==> config.mk <==
export PLATFORM = sky130hd
export DESIGN_NAME = converter_bits_rx
export DESIGN_NICKNAME = d
export VERILOG_FILES = /design/src/rtl/converter_bits_rx.sv
export SDC_FILE = /design/constraint.sdc
export NUM_CORES = 1
export LEC_CHECK = 0
export CAP_MARGIN = 10
export CORE_MARGIN = 1.5
export CORE_UTILIZATION = 55
export CTS_BUF_LIST = sky130_fd_sc_hd__clkbuf_16
export CTS_CLUSTER_DIAMETER = 120
export DETAILED_ROUTE_END_ITERATION = 16
export GPL_TIMING_DRIVEN = 0
export MAX_ROUTING_LAYER = met4
export PLACE_DENSITY = 0.8
export SYNTH_ARGS = -nofsm -noshare
export SYNTH_HDL_FRONTEND = slang
export SYNTH_SLANG_ARGS = --single-unit
export TNS_END_PERCENT = 10
==> constraint.sdc <==
create_clock -name dclk -period 4.27 [get_ports dclk]
set_input_delay 1.0675 -clock dclk [delete_from_list [all_inputs] [get_ports dclk]]
set_output_delay 1.0675 -clock dclk [all_outputs]
set_load 0.03 [all_outputs]
==> src/rtl/converter_bits_rx.sv <==
// converter_bits_rx: serial-to-parallel receiver for the PHY RX path.
// Hunts for comma alignment in an MSB-first bit stream, locks after
// LOCK_COUNT consecutive aligned commas, then emits every non-comma byte.
//
// Ports:
//   dclk            bit clock, all state changes on posedge
//   default_values  asynchronous active-high reset
//   data_in         serial bit, MSB of each byte first
//   data_out        last received non-comma byte
//   valid_out       one-cycle strobe, data_out holds a new byte
//   active          high while locked
//   cnt             bit position within the current byte (0..7)
module converter_bits_rx #(
  parameter logic [7:0]  COMMA      = 8'hBC,
  parameter int unsigned LOCK_COUNT = 4
) (
  input  logic       dclk,
  input  logic       default_values,
  input  logic       data_in,
  output logic [7:0] data_out,
  output logic       valid_out,
  output logic       active,
  output logic [2:0] cnt
);

  localparam int unsigned CCNT_W  = 4;
  localparam logic [CCNT_W-1:0] LOCK_CNT_W = CCNT_W'(LOCK_COUNT);

  typedef enum logic [1:0] {
    SEARCH  = 2'd0,
    LOCKING = 2'd1,
    ACTIVE  = 2'd2
  } state_t;

  state_t            state_q, state_d;
  // Only the seven most recent bits are needed to form the byte window.
  logic [6:0]        sr_q, sr_d;
  logic [2:0]        cnt_q, cnt_d;
  logic [CCNT_W-1:0] comma_cnt_q, comma_cnt_d;
  logic [7:0]        data_q, data_d;
  logic              valid_q, valid_d;
  logic              active_q, active_d;

  logic [7:0]        win;
  logic              is_comma;
  logic              boundary;

  // Byte that completes with the bit currently on data_in.
  assign win      = {sr_q, data_in};
  assign is_comma = (win == COMMA);
  assign boundary = (cnt_q == 3'd7);

  // State register.
  always_ff @(posedge dclk or posedge default_values) begin
    if (default_values) begin
      state_q     <= SEARCH;
      sr_q        <= 7'h00;
      cnt_q       <= 3'd0;
      comma_cnt_q <= '0;
      data_q      <= 8'h00;
      valid_q     <= 1'b0;
      active_q    <= 1'b0;
    end else begin
      state_q     <= state_d;
      sr_q        <= sr_d;
      cnt_q       <= cnt_d;
      comma_cnt_q <= comma_cnt_d;
      data_q      <= data_d;
      valid_q     <= valid_d;
      active_q    <= active_d;
    end
  end

  // Next-state and output logic.
  always_comb begin
    state_d     = state_q;
    sr_d        = win[6:0];
    cnt_d       = cnt_q;
    comma_cnt_d = comma_cnt_q;
    data_d      = data_q;
    valid_d     = 1'b0;

    case (state_q)
      SEARCH: begin
        // A match here may straddle a true boundary; LOCKING weeds it out.
        cnt_d = 3'd0;
        if (is_comma) begin
          if (LOCK_COUNT == 32'd1) begin
            state_d = ACTIVE;
          end else begin
            comma_cnt_d = CCNT_W'(1);
            state_d     = LOCKING;
          end
        end
      end

      LOCKING: begin
        cnt_d = cnt_q + 3'd1;
        if (boundary) begin
          if (is_comma) begin
            comma_cnt_d = comma_cnt_q + CCNT_W'(1);
            if (comma_cnt_d == LOCK_CNT_W) begin
              state_d = ACTIVE;
            end
          end else begin
            comma_cnt_d = '0;
            state_d     = SEARCH;
          end
        end
      end

      ACTIVE: begin
        // No loss-of-sync detection: only reset leaves ACTIVE.
        cnt_d = cnt_q + 3'd1;
        if (boundary && !is_comma) begin
          data_d  = win;
          valid_d = 1'b1;
        end
      end

      default: begin
        state_d = SEARCH;
        cnt_d   = 3'd0;
      end
    endcase

    active_d = (state_d == ACTIVE);
  end

  assign data_out  = data_q;
  assign valid_out = valid_q;
  assign active    = active_q;
  assign cnt       = cnt_q;

endmodule

Yosys cells after proc, flatten, opt, wreduce, memory -nomap -nowiden

Index checks and enable logic that the tools add are counted.

Reductions and logical operators: 7
Mux-type cells: 12
Equality and inequality tests: 8
$add $sub $neg: 2

Operator list:

| operator                                                        | number |
|---|---|
| 4-bit two-way mux                                               | 3 |
| 8-bit == test, second input constant                            | 1 |
| 2-bit two-way mux                                               | 4 |
| 4-bit one-hot mux with 2 select lines                           | 1 |
| 2-bit one-hot mux with 3 select lines                           | 1 |
| 4-bit by 1-bit adder with 4-bit output, second input constant   | 1 |
| 2-bit == test, second input constant                            | 2 |
| 4-bit by 3-bit == test with 1-bit output, second input constant | 1 |
| 2-bit inequality test, second input constant                    | 2 |
| 3-bit by 1-bit adder with 3-bit output, second input constant   | 1 |
| 3-bit == test, second input constant                            | 1 |
| 3-bit two-way mux                                               | 1 |
| 3-bit AND reduction                                             | 1 |
| 2-bit by 1-bit == test with 1-bit output, second input constant | 1 |
| 2-bit zero test                                                 | 1 |
| 1-bit two-way mux                                               | 2 |
| 2-bit AND reduction                                             | 1 |
| 2-bit nonzero test                                              | 1 |
| 2-bit OR reduction                                              | 1 |
| 1-bit logical AND                                               | 1 |
| 1-bit zero test                                                 | 1 |

Register bits after elaboration: 26
Input bits: 3
Logic and storage cells: 36
Output and inout bits: 13

Logic depth before layout (Yosys ltp)

Depth after elaboration: 7
Depth in mapped cells: 7
Depth with buffers taken out: 6

Worst setup path after synthesis

Ideal clock, no wire load.

Path type: input to register
From: input port data_in
To: register active_q (netlist: active)
Buffers on the path: 1
Stages: 5
Data arrival time: 2.366 ns
Required time: 4.135 ns
Setup slack: 1.769 ns
Setup time: 0.135 ns
Path through: or4_1 > buf_2 > a221o_1 > a211oi_2 > a2111oi_0

Longest elaborated chain between the ends: 5
Elaborated cells on any way between the ends: 6
Classes of those cells: eq/ne (2); mux (4)

RTL lines:

| what                                      | RTL line | RTL |
|---|---|---|
| start: declaration                        | 19       | `input logic data_in,` |
| 8-bit == test (*)                         | 50       | `assign is_comma = (win == COMMA);` |
| 2-bit two-way mux                         | 100      | `if (is_comma) begin` |
| 2-bit two-way mux                         | 99       | `if (boundary) begin` |
| 2-bit one-hot mux with 3 select lines (*) | 83       | `case (state_q)` |
| named net state_d[0]                      | 35       | `state_t state_q, state_d;` |
| 2-bit == test (*)                         | 127      | `active_d = (state_d == ACTIVE);` |
| named net active_d                        | 42       | `logic active_q, active_d;` |
| end signal: assignment                    | 70       | `active_q <= active_d;` |
| end: declaration                          | 42       |  |

The timed path passes the listed nets; every way through them passes the cells marked *.
A chain may end at the register's enable or synchronous reset.

Worst setup path in the final report

From: input port data_in
To: register data_q[1] (netlist: data_out[1])

Longest elaborated chain between the ends: 4

RTL lines:

| what                                 | RTL line | RTL |
|---|---|---|
| 8-bit == test                        | 50       |  |
| 1-bit zero test                      | 115      | `if (boundary && !is_comma) begin` |
| 1-bit logical AND                    | 115      |  |
| 2-bit AND reduction (no source line) | n/a      |  |
| end signal: assignment               | 68       | `data_q <= data_d;` |
| end: declaration                     | 40       | `logic [7:0] data_q, data_d;` |

Every way passes these cells.

==> flow_summary_export.csv <==
group,metric,value,unit
run_status,status,"complete, no violations",
die,coreArea,0.00198,mm^2
drt,route.detailed.drc,0,
die,initial_utilization,59.2,%
synth,synthXorXnorAreaFrac,0,%
critical_path,required,4.41,ns
clock_network,root_buffer,"clkbuf_16",
synth,syn_nets,109,
final_layout,final_nets,129,
synth,synth_cell_types,30,
global_routing,grt_pass1_vias,844,
global_routing,grt_antenna_before_repair,0,
sta,post-route-min-period,2.84,ns
clock_network,cts_inserted_buffers,3,
synth,synth.largest_area_cell,"dfrtp_1",
drt,wl,2090,um
clock_network,clock_latency,0.26,ns
synth,synth_seq_cells,26,
final_layout,drive_above_1_share,12.9,%
critical_path,timing.rr.end,"data_out[1]",
synth,synthTopCellsByArea,"dfrtp_1 (55%), ha_1 (9.6%), mux2_2 (7.7%), nand2_1 (2.6%), and2_1 (2.1%)",
synth,yosysSeqAreaShare,55.4,%
synth,syn_inst,97,
critical_path,r2r_slack,2.15,ns
power,p_per_area,382,mW/mm^2
sta,setup_slack,1.43,ns
synth,synth_compound_area_share,10.8,%
global_routing,grtUsageTotal,20.8,%
critical_path,crit_buf_inv,2,
placed_design,post-place-ws,1.17,ns
critical_path,slowest_stage,"or4_1",
job,max-cap-violations,0,
final_layout,antenna_cells,0,
placed_design,dpl.hpwl,1430,um
sta,setup_tns,0,ns
synth,synth_top_family_by_area,"simple AND/OR/NAND/NOR gates",
placed_design,portBuffers,15,
clock_network,cts_max_level,1,
die,die-area,0.00242,mm^2
clock_network,clk_pin_slew,0.06,ns
synth,synth_mux_area_share,8.53,%
critical_path,cp_cell_sequence,"clkdlybuf4s50_1 -> or4_1 -> buf_2 -> nand3_1 -> mux2_2",
die,pin_count,16,
global_routing,grt_overflow,0,
final_layout,fill_cells,124,
drt,wl_per_cell,14.6,um
sta,rsz0062_at_grt,"false",
sta,setup_violations,0,
drt,dr.first_iter.drc_count,9,
synth,synth_top_area_share,55.4,%
synth,synthArstFlopShare,100,%
synth,synth_edf_count,0,
critical_path,critPathMaxStageDelay,0.53,ns
synth,synth_fa_ha_area_share,9.59,%
clock_network,clock_sinks,26,
critical_path,endpoint,"data_out[1]",
clock_network,postCtsSetupRepairBufs,0,
critical_path,r2r-start,"sr_q[5]",
synth,synthesis.area,0.00117,mm^2
synth,synthFlopType,"dfrtp_1",
critical_path,critPathArrivalTime,2.97,ns
die,rows,16,
synth,syn_avg_cell_area,12.1,um^2
clock_network,cts_tree,"done",
clock_network,cts.repair.resized,0,
placed_design,place.gp.congestion,0.788,
sta,tightestPinTransition,0.927,ns
power,vdd_drop_max,0.000277,V
critical_path,cpLargestDelayFamily,"simple AND/OR/NAND/NOR gates",
synth,synth_most_common_cell,"dfrtp_1",
critical_path,cp-end-kind,"flip-flop",
sta,fmax,353,MHz
sta,maxSlewHeadroom,38.1,%
drt,ant_nets,0,
worst_hold_path,worstHoldStart,"sr_q[1]",
synth,synth-simple-area-share,13.3,%
sta,skew,0.00407,ns
critical_path,crit_path_start,"data_in",
die,die_h,49.2,um
sta,hold_viol,0,
critical_path,cp.depth,5,
critical_path,cp-start-kind,"primary input",
die,die_w,49.2,um
worst_hold_path,worstHoldPathType,"flip-flop to flip-flop",
global_routing,grt_max_degree,27,
critical_path,r2r_cells,5,
sta,finalCritPeriodShare,66.4,%
drt,first_pass_iters,6,
sta,slew_viol_final,0,
critical_path,critPathMaxFanout,9,
drt,vias,809,
clock_network,hold_buffers,0,
critical_path,crit_type,"primary input to flip-flop",
clock_network,clockBufferDepth,2,
final_layout,areaGrowthSynthToFinish,24.6,%
power,p_leak,0.683,nW
global_routing,grt_pass1_wl,3640,um
synth,synth_warnings,0,
synth,synth_common_cells,"dfrtp_1 (26), ha_1 (9), mux2_2 (8), nand2_1 (8), inv_1 (5)",
drt,vias_per_cell,5.66,
-- report_power, final --
part	switching (W)	internal (W)	total (W)
sequential	0.00000517	0.000252	0.000258
combinational	0.0000215	0.0000121	0.0000336
clock	0.0000809	0.000186	0.000267
-- cells by family (layout without fill, tap and decap cells) --
family | count (synthesis) | after routing
AO/OA/AOI/OAI | 17 | 17
adder cells (fa/ha/maj) | 9 | 9
buffers and inverters | 7 | 26
flip-flops | 26 | 26
multiplexers | 9 | 9
AND/OR/NAND/NOR | 29 | 29
-- registers in the layout, indices dropped and copies added (netlist names) --
name / count
active: 1
cnt: 3
comma_cnt_q: 4
data_out: 8
sr_q: 7
state_q: 2
valid_out: 1
-- worst min-delay path by stage --
stage,endpoint,slack (ns),cells past startpoint
after floorplan,sr_q[6],0.36,0
after global placement,sr_q[6],0.38,0
after detailed placement,sr_q[2],0.39,0
after CTS,sr_q[5],0.41,0
after global routing,sr_q[2],0.42,0
final,sr_q[2],0.41,0
-- cell usage in the layout, fill, tap and decap left out, types with 2 or more instances in the layout --
master           synthesis  final
o21ai_0                  2      2
a221o_1                  2      2
nand2_1                  8      8
nand3_1                  3      3
ha_1                     9      9
a21oi_1                  4      4
clkbuf_16                0      3
nor2b_1                  2      2
clkdlybuf4s50_1          0     15
nand4b_1                 2      2
nor2_1                   4      4
mux2_2                   8      8
and2_1                   4      4
dfrtp_1                 26     26
inv_1                    5      5
nand2b_1                 2      2
-- area by class of cell --
| type | count | area [um^2] | share of cell area, % |
|---|---|---|---|
| tap | 27 | 33.8 | 2.31 |
| multi-input combinational | 64 | 495 | 33.9 |
| sequential | 26 | 651 | 44.5 |
| buffer | 2 | 8.76 | 0.599 |
| clock inverter | 1 | 30.0 | 2.05 |
| timing repair buffer | 15 | 150 | 10.3 |
| inverter | 5 | 18.8 | 1.28 |
| clock buffer | 3 | 75.1 | 5.13 |
-- metal layers --
metal  track usage (%)  routed length, um
met4              8.10                 17
met5                 -                  0
met2              32.0               1030
met3              5.21                 80
met1              26.5                960
-- per-stage QoR --
stage	area, um^2	power [W]	cells	util (%)	hold slack [ns]
6_report	1460	0.000558	143	73.8	0.405
5_1_grt	1460	0.000576	143	73.8	0.422
4_1_cts	1460	0.000561	143	73.8	0.409
3_5_place_dp	1360	0.000296	139	68.5	0.393
3_3_place_gp	1360	0.000295	139	68.5	0.379
2_1_floorplan	1170	0.000284	97	-	0.362
Note: power is estimated with default switching activity, not from simulation.
